--- src/rtl/conv2_pkg.sv ---
// Shared definitions for the conv2 stage: FSM state encoding, default widths and saturation limits.
package conv2_pkg;

    typedef enum logic [2:0] {
        IDLE     = 3'd0,
        WAIT_WIN = 3'd1,
        ACCUM    = 3'd2,
        OUTPUT   = 3'd3,
        DONE     = 3'd4
    } state_t;

    localparam int DW_DEF  = 14;
    localparam int AW_DEF  = 18;
    localparam int SAT_MAX = 2**(DW_DEF-1) - 1;
    localparam int SAT_MIN = -(2**(DW_DEF-1));

endpackage

--- src/rtl/conv2_sat.sv ---
// Combinational AW->DW signed saturator with optional ReLU clamp; shared by the conv1, conv2 and fc stages.
module conv2_sat
    import conv2_pkg::*;
#(
    parameter int AW   = AW_DEF,
    parameter int DW   = DW_DEF,
    parameter bit RELU = 1'b0
) (
    input  logic signed [AW-1:0] din,
    output logic signed [DW-1:0] dout
);

    localparam logic signed [AW-1:0] MAX_V = AW'(2**(DW-1) - 1);
    localparam logic signed [AW-1:0] MIN_V = AW'(-(2**(DW-1)));

    function automatic logic signed [DW-1:0] sat(input logic signed [AW-1:0] x);
        if (x > MAX_V)
            return MAX_V[DW-1:0];
        else if (x < MIN_V)
            return MIN_V[DW-1:0];
        else
            return x[DW-1:0];
    endfunction

    always_comb begin
        dout = sat(din);
        if (RELU && dout[DW-1])
            dout = '0;
    end

endmodule

--- src/rtl/conv2_sched.sv ---
// conv2 sequencer: walks every output channel and input group of a window, accumulates, biases, saturates and streams results.
// Build option: define CONV2_SCHED_RELU_EN to clamp negative results to zero before they are registered.
module conv2_sched
    import conv2_pkg::*;
#(
    parameter int NUM_OC  = 12,
    parameter int NUM_GRP = 2,
    parameter int OUT_W   = 8,
    parameter int OUT_H   = 8,
    parameter int DW      = DW_DEF,
    parameter int AW      = AW_DEF,
    localparam int GW     = (NUM_GRP > 1) ? $clog2(NUM_GRP) : 1,
    localparam int OCW    = (NUM_OC > 1) ? $clog2(NUM_OC) : 1
) (
    input  logic                 clk,
    input  logic                 rst_n,
    input  logic                 start,
    input  logic                 win_valid,
    output logic                 win_ack,
    output logic [GW-1:0]        grp_sel,
    output logic [OCW-1:0]       oc_sel,
    input  logic signed [DW-1:0] calc_in,
    input  logic signed [DW-1:0] bias_in,
    output logic signed [DW-1:0] out_data,
    output logic [OCW-1:0]       out_oc,
    output logic                 out_valid,
    input  logic                 out_ready,
    output logic                 busy,
    output logic                 done
);

    localparam int NUM_POS = OUT_W * OUT_H;
    localparam int PW      = (NUM_POS > 1) ? $clog2(NUM_POS) : 1;

    localparam logic [GW-1:0]  G_LAST   = GW'(NUM_GRP - 1);
    localparam logic [OCW-1:0] OC_LAST  = OCW'(NUM_OC - 1);
    localparam logic [PW-1:0]  POS_LAST = PW'(NUM_POS - 1);

`ifdef CONV2_SCHED_RELU_EN
    localparam bit RELU_EN = 1'b1;
`else
    localparam bit RELU_EN = 1'b0;
`endif

    state_t state, state_nxt;

    logic [GW-1:0]         g;
    logic [OCW-1:0]        oc;
    logic [PW-1:0]         pos;
    logic signed [AW-1:0]  acc;
    logic signed [AW-1:0]  sum_p0;
    logic signed [DW-1:0]  sat_p0;
    logic                  g_last, oc_last, pos_last, accept;

    function automatic logic signed [AW-1:0] sext(input logic signed [DW-1:0] x);
        return {{(AW-DW){x[DW-1]}}, x};
    endfunction

    // Final group: running sum plus this group's calc result plus bias, then clamp
    assign sum_p0 = acc + sext(calc_in) + sext(bias_in);

    conv2_sat #(
        .AW   (AW),
        .DW   (DW),
        .RELU (RELU_EN)
    ) u_sat (
        .din  (sum_p0),
        .dout (sat_p0)
    );

    assign g_last   = (g == G_LAST);
    assign oc_last  = (oc == OC_LAST);
    assign pos_last = (pos == POS_LAST);
    assign accept   = (state == OUTPUT) && out_ready;

    assign grp_sel = g;
    assign oc_sel  = oc;

    always_ff @(posedge clk or negedge rst_n) begin
        if (!rst_n)
            state <= IDLE;
        else
            state <= state_nxt;
    end

    always_comb begin
        state_nxt = state;
        case (state)
            IDLE:     if (start) state_nxt = WAIT_WIN;
            WAIT_WIN: if (win_valid) state_nxt = ACCUM;
            ACCUM:    if (g_last) state_nxt = OUTPUT;
            OUTPUT: begin
                if (out_ready) begin
                    if (!oc_last)
                        state_nxt = ACCUM;
                    else if (pos_last)
                        state_nxt = DONE;
                    else
                        state_nxt = WAIT_WIN;
                end
            end
            DONE:     state_nxt = IDLE;
            default:  state_nxt = IDLE;
        endcase
    end

    // win_ack fires in the accept cycle so the window buffer has advanced before WAIT_WIN samples win_valid
    always_comb begin
        busy    = (state != IDLE);
        done    = (state == DONE);
        win_ack = accept && oc_last;
    end

    always_ff @(posedge clk or negedge rst_n) begin
        if (!rst_n) begin
            g         <= '0;
            oc        <= '0;
            pos       <= '0;
            acc       <= '0;
            out_data  <= '0;
            out_oc    <= '0;
            out_valid <= 1'b0;
        end else begin
            case (state)
                IDLE: begin
                    if (start)
                        pos <= '0;
                end
                WAIT_WIN: begin
                    if (win_valid) begin
                        g   <= '0;
                        oc  <= '0;
                        acc <= '0;
                    end
                end
                ACCUM: begin
                    acc <= acc + sext(calc_in);
                    if (g_last) begin
                        out_data  <= sat_p0;
                        out_oc    <= oc;
                        out_valid <= 1'b1;
                    end else begin
                        g <= g + 1'b1;
                    end
                end
                OUTPUT: begin
                    if (out_ready) begin
                        out_valid <= 1'b0;
                        g         <= '0;
                        acc       <= '0;
                        if (oc_last) begin
                            oc  <= '0;
                            pos <= pos + 1'b1;
                        end else begin
                            oc <= oc + 1'b1;
                        end
                    end
                end
                default: ;
            endcase
        end
    end

endmodule

--- config.mk ---
export PLATFORM = sky130hd
export DESIGN_NAME = conv2_sched
export DESIGN_NICKNAME = d
export VERILOG_FILES = /design/src/rtl/conv2_pkg.sv /design/src/rtl/conv2_sat.sv /design/src/rtl/conv2_sched.sv
export SDC_FILE = /design/constraint.sdc
export NUM_CORES = 1
export LEC_CHECK = 0
export BUFFER_PORTS_ARGS = -buffer_cell sky130_fd_sc_hd__buf_2
export CAP_MARGIN = 20
export CELL_PAD_IN_SITES_DETAIL_PLACEMENT = 1
export CELL_PAD_IN_SITES_GLOBAL_PLACEMENT = 1
export CORE_MARGIN = 1.5
export CORE_UTILIZATION = 40
export CTS_CLUSTER_DIAMETER = 100
export DETAILED_ROUTE_END_ITERATION = 6
export GPL_ROUTABILITY_DRIVEN = 0
export GPL_TIMING_DRIVEN = 0
export MAX_ROUTING_LAYER = met4
export PLACE_DENSITY_LB_ADDON = 0.1
export SETUP_SLACK_MARGIN = 0.05
export SYNTH_ARGS = -nofsm -noshare
export SYNTH_HDL_FRONTEND = slang
export SYNTH_SLANG_ARGS = --single-unit
--- constraint.sdc ---
create_clock -name clk -period 4.9 [get_ports clk]
set_clock_uncertainty 0.1 [all_clocks]
set_input_delay 0.49 -clock clk [delete_from_list [all_inputs] [get_ports clk]]
set_output_delay 0.49 -clock clk [all_outputs]
set_load 0.05 [all_outputs]
=== Word level (Yosys, flattened, before mapping) ===
Cells that the tools add are included.

* Register bits after elaboration: 51
* Input port bits: 33
* Output and inout port bits: 27
* Logic and storage cells: 66

* Add/subtract/negate cells: 5
* Magnitude comparators: 2
* Equality and inequality tests: 11
* Mux-type cells: 26
* Reductions and logical operators: 14

{| class="wikitable"
|+ Operator list
! kind !! count
|-
| 18-bit one-hot mux with 3 select lines || 1
|-
| 18-bit by 14-bit adder with 18-bit output || 2
|-
| 18-bit two-way mux || 2
|-
| 14-bit two-way mux || 2
|-
| 18-bit by 14-bit > comparator with 1-bit output, second input constant || 1
|-
| 18-bit by 14-bit less-than comparator with 1-bit output, second input constant || 1
|-
| 3-bit two-way mux || 6
|-
| 6-bit two-way mux || 3
|-
| 4-bit two-way mux || 3
|-
| 3-bit one-hot mux with 4 select lines || 1
|-
| 6-bit one-hot mux with 2 select lines || 1
|-
| 2-bit != test, second input constant || 5
|-
| 3-bit AND reduction || 3
|-
| 4-bit one-hot mux with 2 select lines || 1
|-
| 4-bit AND reduction || 2
|-
| 6-bit by 1-bit adder with 6-bit output, second input constant || 1
|-
| 3-bit by 2-bit == test with 1-bit output, second input constant || 2
|-
| 6-bit == test, second input constant || 1
|-
| 2-bit nonzero test || 3
|-
| 3-bit nonzero test || 2
|-
| 4-bit by 1-bit adder with 4-bit output, second input constant || 1
|-
| 4-bit == test, second input constant || 1
|-
| 1-bit two-way mux || 4
|-
| 3-bit by 1-bit == test with 1-bit output, second input constant || 1
|-
| other kinds (7) || 8
|}

=== Depth between registers and ports, before layout ===
Gate-level depths: netlist of the first run.

* Word-level depth: 5
* Depth in mapped cells: 21
* Depth with buffers taken out: 20

=== Hierarchy ===
Synthesis of the first run repeated with hierarchy kept, for this count alone.

* Cell total of the unflattened synthesis: 446
* Area total of the unflattened synthesis: 4181.5 µm²

{| class="wikitable"
|+ Modules (own cells, without submodules)
! module !! times used !! cells each !! area each (µm²) !! sequential area each (µm²)
|-
| conv2_sched || 1 || 397 || 3791.1 || 1276.2
|-
| conv2_sat || 1 || 49 || 390.4 || 0.0
|}

=== Worst setup path before layout of the first run ===
OpenSTA, ideal clock, no wires.

* Kind: input -> register
* From: input port calc_in[0]
* To: register out_data[9]
* Library setup time: 0.126 ns
* Arrival time: 4.489 ns
* Data required time: 4.674 ns
* Path slack: 0.185 ns
* Cell stages on the path: 21
* Path buffers: 1
* Path through: ha_1 inv_1 fa_1 nor2b_1 o211ai_1 a21boi_0 o41ai_1 o21ai_0 o21a_1 nor2_1 xnor2_1 ha_1 a21o_1 a21oi_1 o21ai_0 nor3b_1 a2111oi_4 xor2_2 o22ai_2 buf_6 a221o_1

* Word-level cells in the longest chain between the ends: 5
* Elaborated cells between the ends (all ways): 6
* Classes of those cells: add/sub (2); order compare (2); mux (2)

{| class="wikitable"
|+ RTL lines
! what !! line !! text
|-
| start, declared || conv2_sched.sv:22 || <nowiki>input logic signed [DW-1:0] calc_in,</nowiki>
|-
| 18-bit by 14-bit adder with 18-bit output * (2 in a row) || conv2_sched.sv:60 || <nowiki>assign sum_p0 = acc + sext(calc_in) + sext(bias_in);</nowiki>
|-
| 18-bit by 14-bit less-than comparator with 1-bit output || conv2_sat.sv:19 || <nowiki>else if (x < MIN_V)</nowiki>
|-
| 14-bit two-way mux || conv2_sat.sv:19 ||
|-
| 14-bit two-way mux * || conv2_sat.sv:17 || <nowiki>if (x > MAX_V)</nowiki>
|-
| end signal, assigned || conv2_sched.sv:139 || <nowiki>out_data <= sat_p0;</nowiki>
|-
| end, declared || conv2_sched.sv:24 || <nowiki>output logic signed [DW-1:0] out_data,</nowiki>
|}

Mark *: on every way between the ends. The rest lies on a longest branch, timed or not.
A chain may end at the register's enable or synchronous reset.

=== Worst setup path in the final report of the first run ===
* From: register acc[0]
* To: register out_data[9]

* Word-level cells in the longest chain between the ends: 5
* Elaborated cells between the ends (all ways): 6
* Classes of those cells: add/sub (2); order compare (2); mux (2)

{| class="wikitable"
|+ RTL lines
! what !! line !! text
|-
| start, declared || conv2_sched.sv:50 || <nowiki>logic signed [AW-1:0] acc;</nowiki>
|-
| start signal, assigned || conv2_sched.sv:137 || <nowiki>acc <= acc + sext(calc_in);</nowiki>
|-
| 18-bit by 14-bit adder with 18-bit output * (2 in a row) || conv2_sched.sv:60 ||
|-
| 18-bit by 14-bit less-than comparator with 1-bit output || conv2_sat.sv:19 ||
|-
| 14-bit two-way mux || conv2_sat.sv:19 ||
|-
| 14-bit two-way mux * || conv2_sat.sv:17 ||
|}

Marks and branches as above.

==> results of run 1 <==
-- worst max-delay path by stage --
stage | startpoint | endpoint | slack (ps)
after floorplan | calc_in[0] | out_data[9]$_DFFE_PN0P_ | 190
after global placement | calc_in[0] | out_data[1]$_DFFE_PN0P_ | -660
after detailed placement | calc_in[0] | out_data[9]$_DFFE_PN0P_ | -740
after CTS | acc[1]$_DFFE_PN0P_ | out_data[9]$_DFFE_PN0P_ | 60
after global routing | acc[0]$_DFFE_PN0P_ | out_data[10]$_DFFE_PN0P_ | -50
final | acc[0]$_DFFE_PN0P_ | out_data[9]$_DFFE_PN0P_ | 240
-- through the flow --
stage	util (%)	std cells	hold slack, ps	TNS, ps	setup WS (ps)
floorplan	-	405	94.4	0	185
global placement	45.9	575	354	-8260	-656
detailed placement	46.1	576	324	-9180	-737
CTS	48.1	589	393	0	60.2
global route	50.9	603	411	-241	-45.6
finish	50.9	603	388	0	236
-- layer usage --
layer	up-vias	part of all wire, %	GRT usage (%)
li1	1685	-	-
met1	1646	48	27.1
met2	51	48	35.1
met3	14	2.1	2.23
met4	0	1.4	4.01
met5	-	0	-
-- placed cells by master, fill, tap and decap left out, drive strengths merged, types with 2 or more instances in the layout --
cell type / instances
clkinvlp: 2
a22o: 18
nor3: 7
nor2b: 5
nand4: 4
ha: 36
o2111ai: 2
xnor2: 21
a211oi: 5
clkbuf: 15
nand3: 8
and3: 2
inv: 18
a21o: 14
xor2: 9
and2: 3
nand3b: 2
o211ai: 2
a21boi: 2
o22ai: 3
o21a: 9
a2111oi: 2
o31ai: 3
a21oi: 26
nand2b: 2
dfrtp: 51
nand2: 39
a221o: 13
nor3b: 4
nor4: 5
buf: 81
fa: 2
nor2: 27
or3: 3
o41ai: 2
o21ai: 28
o21bai: 4
-- cell families after synthesis --
logic type / Yosys count / share of synthesized area (%)
fa+ha+maj: 38 / 13.0
xor+xnor: 30 / 7.14
mux: 2 / 0.562
flops: 51 / 33.7
compound gates: 140 / 27.5
buf+inv: 30 / 3.37
simple gates: 114 / 14.8
-- layout make-up --
class | instances | area (µm²) | area share [%]
Clock buffer | 5 | 68.8 | 1.47
Sequential cell | 51 | 1280 | 27.3
Tap cell | 111 | 139 | 2.97
Timing Repair Buffer | 79 | 460 | 9.84
Buffer | 13 | 63.8 | 1.36
Multi-Input combinational cell | 324 | 2580 | 55.2
Clock inverter | 3 | 23.8 | 0.508
Inverter | 17 | 63.8 | 1.36
-- state kept, by name, summed over array words and instances, names as in the netlist --
name and cells:
pos 6, oc_sel 4, state 3, acc 18, out_oc 4, grp_sel 1
out_valid 1, out_data 14
-- worst register-to-register path: stages (launching register included) --
cell and delay (ps):
sky130_fd_sc_hd__dfrtp_1 410, sky130_fd_sc_hd__ha_4 160, sky130_fd_sc_hd__inv_1 50, sky130_fd_sc_hd__fa_2 380, sky130_fd_sc_hd__nor2b_2 140, sky130_fd_sc_hd__o211ai_1 130
sky130_fd_sc_hd__a21boi_2 220, sky130_fd_sc_hd__o41ai_4 110, sky130_fd_sc_hd__o21ai_2 200, sky130_fd_sc_hd__o21a_1 160, sky130_fd_sc_hd__nor2_2 50, sky130_fd_sc_hd__xnor2_2 270
sky130_fd_sc_hd__ha_4 270, sky130_fd_sc_hd__a21o_1 220, sky130_fd_sc_hd__a21oi_4 170, sky130_fd_sc_hd__o21ai_2 70, sky130_fd_sc_hd__nor3b_2 170, sky130_fd_sc_hd__a2111oi_4 430
sky130_fd_sc_hd__xor2_2 270, sky130_fd_sc_hd__o22ai_4 140, sky130_fd_sc_hd__buf_6 150, sky130_fd_sc_hd__a221o_1 300
-- repair_timing --
| action | 4_1_cts | 5_1_grt |
|---|---|---|
| endpoints found under the setup margin | 14 | 13 |
| hold buffers | 1 | 0 |
| setup buffers | 4 | 14 |
| pin swaps | 6 | 25 |
| gates resized for setup | 10 | 31 |
| endpoints found under the hold margin | 13 | 0 |
==> impl_summary.log, run 1 <==
[metrics] outcome: finished, final reports clean
[metrics] ordered cell list for the critical path: ha_4 -> inv_1 -> fa_2 -> nor2b_2 -> o211ai_1 -> a21boi_2 -> o41ai_4 -> o21ai_2 -> o21a_1 -> nor2_2 -> xnor2_2 -> ha_4 -> a21o_1 -> a21oi_4 -> o21ai_2 -> nor3b_2 -> a2111oi_4 -> xor2_2 -> o22ai_4 -> buf_6 -> a221o_1
[metrics] core area: 9200 µm²
[metrics] CP max stage cell: sky130_fd_sc_hd__a2111oi_4
[metrics] cell taking the most area after synthesis: sky130_fd_sc_hd__dfrtp_1
[metrics] slew at the pin closest to its max-slew limit: 540 ps
[metrics] Slew Limit Headroom: 64.0%
[metrics] cell area reported after detailed placement: 4240 µm²
[metrics] maximum clock rate: 0.214 GHz
[metrics] fill cell total of the finished layout: 1076
[metrics] clock latency on the worst-skew pair: 310 ps
[metrics] post-route ant nets: 0
[metrics] count of port buffers added during placement: 59
[metrics] period utilization: 95.2%
[metrics] post-synth cell types: 59
[metrics] worst reg2reg path depth: 21
[metrics] CTS tree: yes
[metrics] nature of the critical path endpoint: flip-flop
[metrics] Yosys warning count: 0
[metrics] wire length of the first global-routing pass: 16300 µm
[metrics] cell types with the highest counts after synthesis: sky130_fd_sc_hd__dfrtp_1, sky130_fd_sc_hd__nand2_1, sky130_fd_sc_hd__ha_1, sky130_fd_sc_hd__nor2_1, sky130_fd_sc_hd__o21ai_0
[metrics] vias in the first global route: 3423
[metrics] fraction of synthesized cell area taken by the top area cell type: 33.7%
[metrics] capture point of the worst reg-to-reg path: out_data[9]$_DFFE_PN0P_
[metrics] total number of cells along the worst setup path: 21
[metrics] launching point of the worst reg2reg path: acc[0]$_DFFE_PN0P_
[metrics] number of buffers between clock root and the deepest sink: 2
[metrics] Final HPWL DP: 7590 µm
[metrics] largest net degree at the start of global routing: 39
[metrics] Buffers & Inverters on Critical Path: 2
[metrics] total of max-cap violations: 0
[metrics] start-to-end type of the worst setup path: reg2reg
[metrics] number of nets in the synthesized netlist: 476
[metrics] number of enable flip-flop cells after synthesis: 0
[metrics] Async S/R FF share, synth: 100%
[metrics] Routed WL per cell: 16.7 µm
[metrics] final period demand of the worst path: 4660 ps
[metrics] nets@finish: 562
[metrics] number of placement rows: 35
[metrics] master cell of the clock root buffer: sky130_fd_sc_hd__clkbuf_8
[metrics] die outline area: 10100 µm²
[metrics] area growth from synthesis to final layout: 23.5%
[metrics] total I/O pin count: 60
[metrics] Hold Vio Cnt, Final: 0
[metrics] share of final-layout standard cells stronger than drive strength 1: 26.8%
[metrics] internal reg-to-reg setup slack: 240 ps
[metrics] cell with the most instances after synthesis: sky130_fd_sc_hd__dfrtp_1
[metrics] post-synthesis average cell area: 9.35 µm²
[metrics] number of register bits inferred by synthesis: 51
[metrics] cell types with the largest area share after synthesis: sky130_fd_sc_hd__dfrtp_1, sky130_fd_sc_hd__ha_1, sky130_fd_sc_hd__xnor2_1
[metrics] TritonCTS buffer count: 5
[metrics] CP Data Arrival Time: 4760 ps
[metrics] sequential-to-total area share from yosys stat: 33.7%
[metrics] number of levels the H-tree was split into: 2
[metrics] required time of the worst setup path: 4990 ps
[metrics] post-synthesis cell area: 3790 µm²
[metrics] endpoint of the worst hold path: out_oc[3]$_DFFE_PN0P_
[metrics] total gr overflow: 0
[metrics] number of stages on the worst hold path: 2
[metrics] cell family contributing the most delay on the critical path: compound AO/OA/AOI/OAI gates
[metrics] delay contributed by the slowest stage of the critical path: 430 ps
[metrics] RSZ-0062 raised after global routing: yes
[metrics] diode count: 0
[metrics] total routing resource utilization after global routing: 20.7%
[metrics] Finished Cell Area: 4680 µm²
[metrics] max-slew violation count: 0
[metrics] Initial DRT Pass Iterations: 4
[metrics] per-cell via count in the routed design: 5.63
[metrics] total via count in the routed design: 3396
[metrics] Setup violations, final: 0
[metrics] top flip-flop cell by instance count after synthesis: sky130_fd_sc_hd__dfrtp_1
[metrics] HP Start: out_oc[3]$_DFFE_PN0P_
[metrics] CTS sink cnt: 51
[metrics] number of antenna violations at the first check in global routing: 0
[metrics] Worst setup SP type: flip-flop
[metrics] DRT Wirelength: 10000 µm
[metrics] post-route DRC violation count: 0
[metrics] clock transition at the register clock pins on the worst setup and hold paths after CTS: 100 ps
[metrics] min-delay worst type: reg2reg
[metrics] cell count after synthesis: 405
[metrics] initial core utilization: 41.2%
[metrics] Chip Height: 100 µm
[metrics] critical-path maximum fanout: 10
[metrics] Starting DRT DRC Count: 98
[metrics] die width: 100 µm
Power of run 1 is left out: the tool's default activity adds up to more than one toggle a clock period on the data nets, which glitch-free logic cannot reach.
==> run 2: changes to the inputs <==
--- a/config.mk
+++ b/config.mk
@@ -9,6 +9,7 @@
 export CAP_MARGIN = 20
 export CELL_PAD_IN_SITES_DETAIL_PLACEMENT = 1
 export CELL_PAD_IN_SITES_GLOBAL_PLACEMENT = 1
+export CORE_ASPECT_RATIO = 1.1
 export CORE_MARGIN = 1.5
 export CORE_UTILIZATION = 40
 export CTS_CLUSTER_DIAMETER = 100
==> constraint.sdc (replaced) <==
create_clock -name clk -period 4.1 [get_ports clk]
set_clock_uncertainty 0.1 [all_clocks]
set_input_delay 0.41 -clock clk [delete_from_list [all_inputs] [get_ports clk]]
set_output_delay 0.41 -clock clk [all_outputs]
set_load 0.05 [all_outputs]
==> impl_summary.log, run 2 (synthesis gave the netlist of run 1 again) <==
[metrics] outcome: complete, but fails checks
[metrics] violations in the final reports: setup timing
[metrics] count of port buffers added during placement: 59 (unchanged)
[metrics] RSZ-0062 raised after global routing: yes
[metrics] total of max-cap violations: 0 (unchanged)
[metrics] number of placement rows: 37 (+5.7%)
[metrics] maximum clock rate: 0.219 GHz (+2.0%)
[metrics] internal reg-to-reg setup slack: -470 ps (-710 ps)
[metrics] final setup margin: -473 ps (-709 ps)
[metrics] master cell of the clock root buffer: sky130_fd_sc_hd__clkbuf_8
[metrics] CP max stage cell: sky130_fd_sc_hd__dfrtp_1
[metrics] DRT Wirelength: 10000 µm (-0.43%)
[metrics] clock transition at the register clock pins on the worst setup and hold paths after CTS: 100 ps (about the same)
[metrics] slew at the pin closest to its max-slew limit: 645 ps (+104 ps)
[metrics] nature of the critical path endpoint: flip-flop
[metrics] number of buffers between clock root and the deepest sink: 2 (unchanged)
[metrics] Hold Vio Cnt, Final: 0 (unchanged)
[metrics] CTS tree: yes
[metrics] min-delay worst type: in2reg
[metrics] M1 wire length: 4650 µm (-3.8%)
[metrics] die outline area: 10100 µm² (about the same)
[metrics] clock latency on the worst-skew pair: 310 ps (about the same)
[metrics] diode count: 0 (unchanged)
[metrics] required time of the worst setup path: 4200 ps (-790 ps)
[metrics] total routing resource utilization after global routing: 21.5% (+0.75 points)
[metrics] endpoint of the worst hold path: acc[0]$_DFFE_PN0P_
[metrics] number of antenna violations at the first check in global routing: 0 (unchanged)
[metrics] period utilization: 112% (+16 points)
[metrics] number of stages on the worst hold path: 3 (+1)
[metrics] Routed WL per cell: 16.3 µm (-1.9%)
[metrics] die width: 95.8 µm (-4.5%)
[metrics] worst reg2reg path depth: 19 (-9.5%)
[metrics] number of levels the H-tree was split into: 2 (unchanged)
[metrics] worst slack at placement: -963 ps (-226 ps)
[metrics] max-slew violation count: 0 (unchanged)
[metrics] largest net degree at the start of global routing: 39 (unchanged)
[metrics] flip-flop count of the largest register, all copies and words added: 18 (unchanged)
[metrics] ordered cell list for the critical path: ha_4 -> buf_6 -> a211oi_4 -> o21ai_2 -> a21o_2 -> a2111oi_4 -> nor2_2 -> a41oi_2 -> o21ai_1 -> xor2_1 -> ha_2 -> o21a_1 -> nor2_4 -> nor3b_4 -> a2111oi_4 -> xor2_2 -> o22ai_4 -> buf_6 -> a221o_1
[metrics] core area: 9260 µm² (+0.68%)
[metrics] total via count in the routed design: 3383 (-0.38%)
[metrics] share of final-layout standard cells stronger than drive strength 1: 28.9% (+2.1 points)
[metrics] area growth from synthesis to final layout: 26.5%
[metrics] CP Data Arrival Time: 4680 ps (-80 ps)
[metrics] critical-path maximum fanout: 5 (-5)
[metrics] total I/O pin count: 60 (unchanged)
[metrics] capture point of the worst reg-to-reg path: out_data[3]$_DFFE_PN0P_
[metrics] wire length of the first global-routing pass: 16700 µm (+2.3%)
[metrics] highest signal layer in the routed design: met4
[metrics] nets@finish: 565 (+0.53%)
[metrics] final period demand of the worst path: 4570 ps (-90.9 ps)
[metrics] start-to-end type of the worst setup path: reg2reg
[metrics] delay contributed by the slowest stage of the critical path: 430 ps (about the same)
[metrics] initial core utilization: 40.9% (-0.28 points)
[metrics] Final Core Density: 51.7% (+0.87 points)
[metrics] most frequent cells in the layout: sky130_fd_sc_hd__buf_2, sky130_fd_sc_hd__dfrtp_1, sky130_fd_sc_hd__nand2_1, sky130_fd_sc_hd__ha_1, sky130_fd_sc_hd__nor2_1
[metrics] Inst Count DP: 582 (+1.0%)
[metrics] most flop-heavy register: acc
[metrics] HP Start: calc_in[0]
[metrics] CTS sink cnt: 51 (unchanged)
[metrics] Met2 Routed Length: 4970 µm (+2.3%)
[metrics] launching point of the worst reg2reg path: acc[0]$_DFFE_PN0P_
[metrics] Setup violations, final: 13 (+13)
[metrics] Initial DRT Pass Iterations: 4 (unchanged)
[metrics] post-route non-filler standard cell count: 612 (+1.5%)
[metrics] Slew Limit Headroom: 57.0% (-7.0 points)
[metrics] leading cell type in the layout, fill and taps excluded: sky130_fd_sc_hd__buf_2
[metrics] Starting DRT DRC Count: 69 (-30%)
[metrics] per-cell via count in the routed design: 5.53 (-1.8%)
[metrics] Chip Height: 105 µm (+4.7%)
[metrics] Final HPWL DP: 7640 µm (+0.69%)
[metrics] TritonCTS buffer count: 5 (unchanged)
[metrics] post-route DRC violation count: 0 (unchanged)
[metrics] Worst setup SP type: flip-flop
[metrics] post-route ant nets: 0 (unchanged)
[metrics] detailed-routed wire length on met3: 252 µm (+19%)
[metrics] total gr overflow: 0 (unchanged)
[metrics] vias in the first global route: 3452 (+0.85%)
[metrics] Worst Hold Slack: 364 ps (-23.8 ps)
[metrics] largest registers: acc: 18 flops, out_data: 14 flops, pos: 6 flops
## run 2: repair_timing
item / 4_1_cts / 5_1_grt
pin swaps: 21 / 28
gates cloned: 1 / 0
hold buffers: 1 / 0
buffers inserted: 14 / 7
endpoints found under the setup margin: 14 / 14
endpoints found under the hold margin: 13 / 0
gates resized for setup: 15 / 20
## run 2: worst max path at each step
| stage | from | end |
|---|---|---|
| floorplan | calc_in[0] | out_data[9]$_DFFE_PN0P_ |
| global placement | calc_in[0] | out_data[3]$_DFFE_PN0P_ |
| detailed placement | calc_in[0] | out_data[4]$_DFFE_PN0P_ |
| CTS | acc[0]$_DFFE_PN0P_ | out_data[12]$_DFFE_PN0P_ |
| global route | acc[0]$_DFFE_PN0P_ | out_data[0]$_DFFE_PN0P_ |
| finish | acc[0]$_DFFE_PN0P_ | out_data[3]$_DFFE_PN0P_ |
## run 2: final cells by class
type	instances	area, µm²
fill	1109	4470
multi-input combinational	324	2630
sequential	51	1280
timing repair buffer	82	490
tap	117	146
clock buffer	5	68.8
buffer	13	63.8
inverter	17	63.8
clock inverter	3	46.3
## run 2: metrics by stage
step                      instance area (µm²)  TNS (ps)
after detailed placement                 4320    -12530
after CTS                                4630     -5480
after global routing                     4790     -8750
after global placement                   4300    -11540
after floorplan                          3860     -3000
final                                    4790     -5760
## run 2: worst max-delay path: cells and delay by family (launching register included)
family                   cells  cell delay [ps]
AO/OA/AOI/OAI               10             2370
buffers and inverters        2              260
XOR/XNOR                     2              480
adder cells (fa/ha/maj)      2              510
AND/OR/NAND/NOR              3              300
flip-flops                   1              430
## run 2: routing by layer
layer	track usage [%]	vias to the layer above
met2	35.7	61
met5	-	-
met1	28.5	1625
met4	3.47	0
li1	-	1683
met3	2.18	14
Power of run 2 is left out for the same reason.
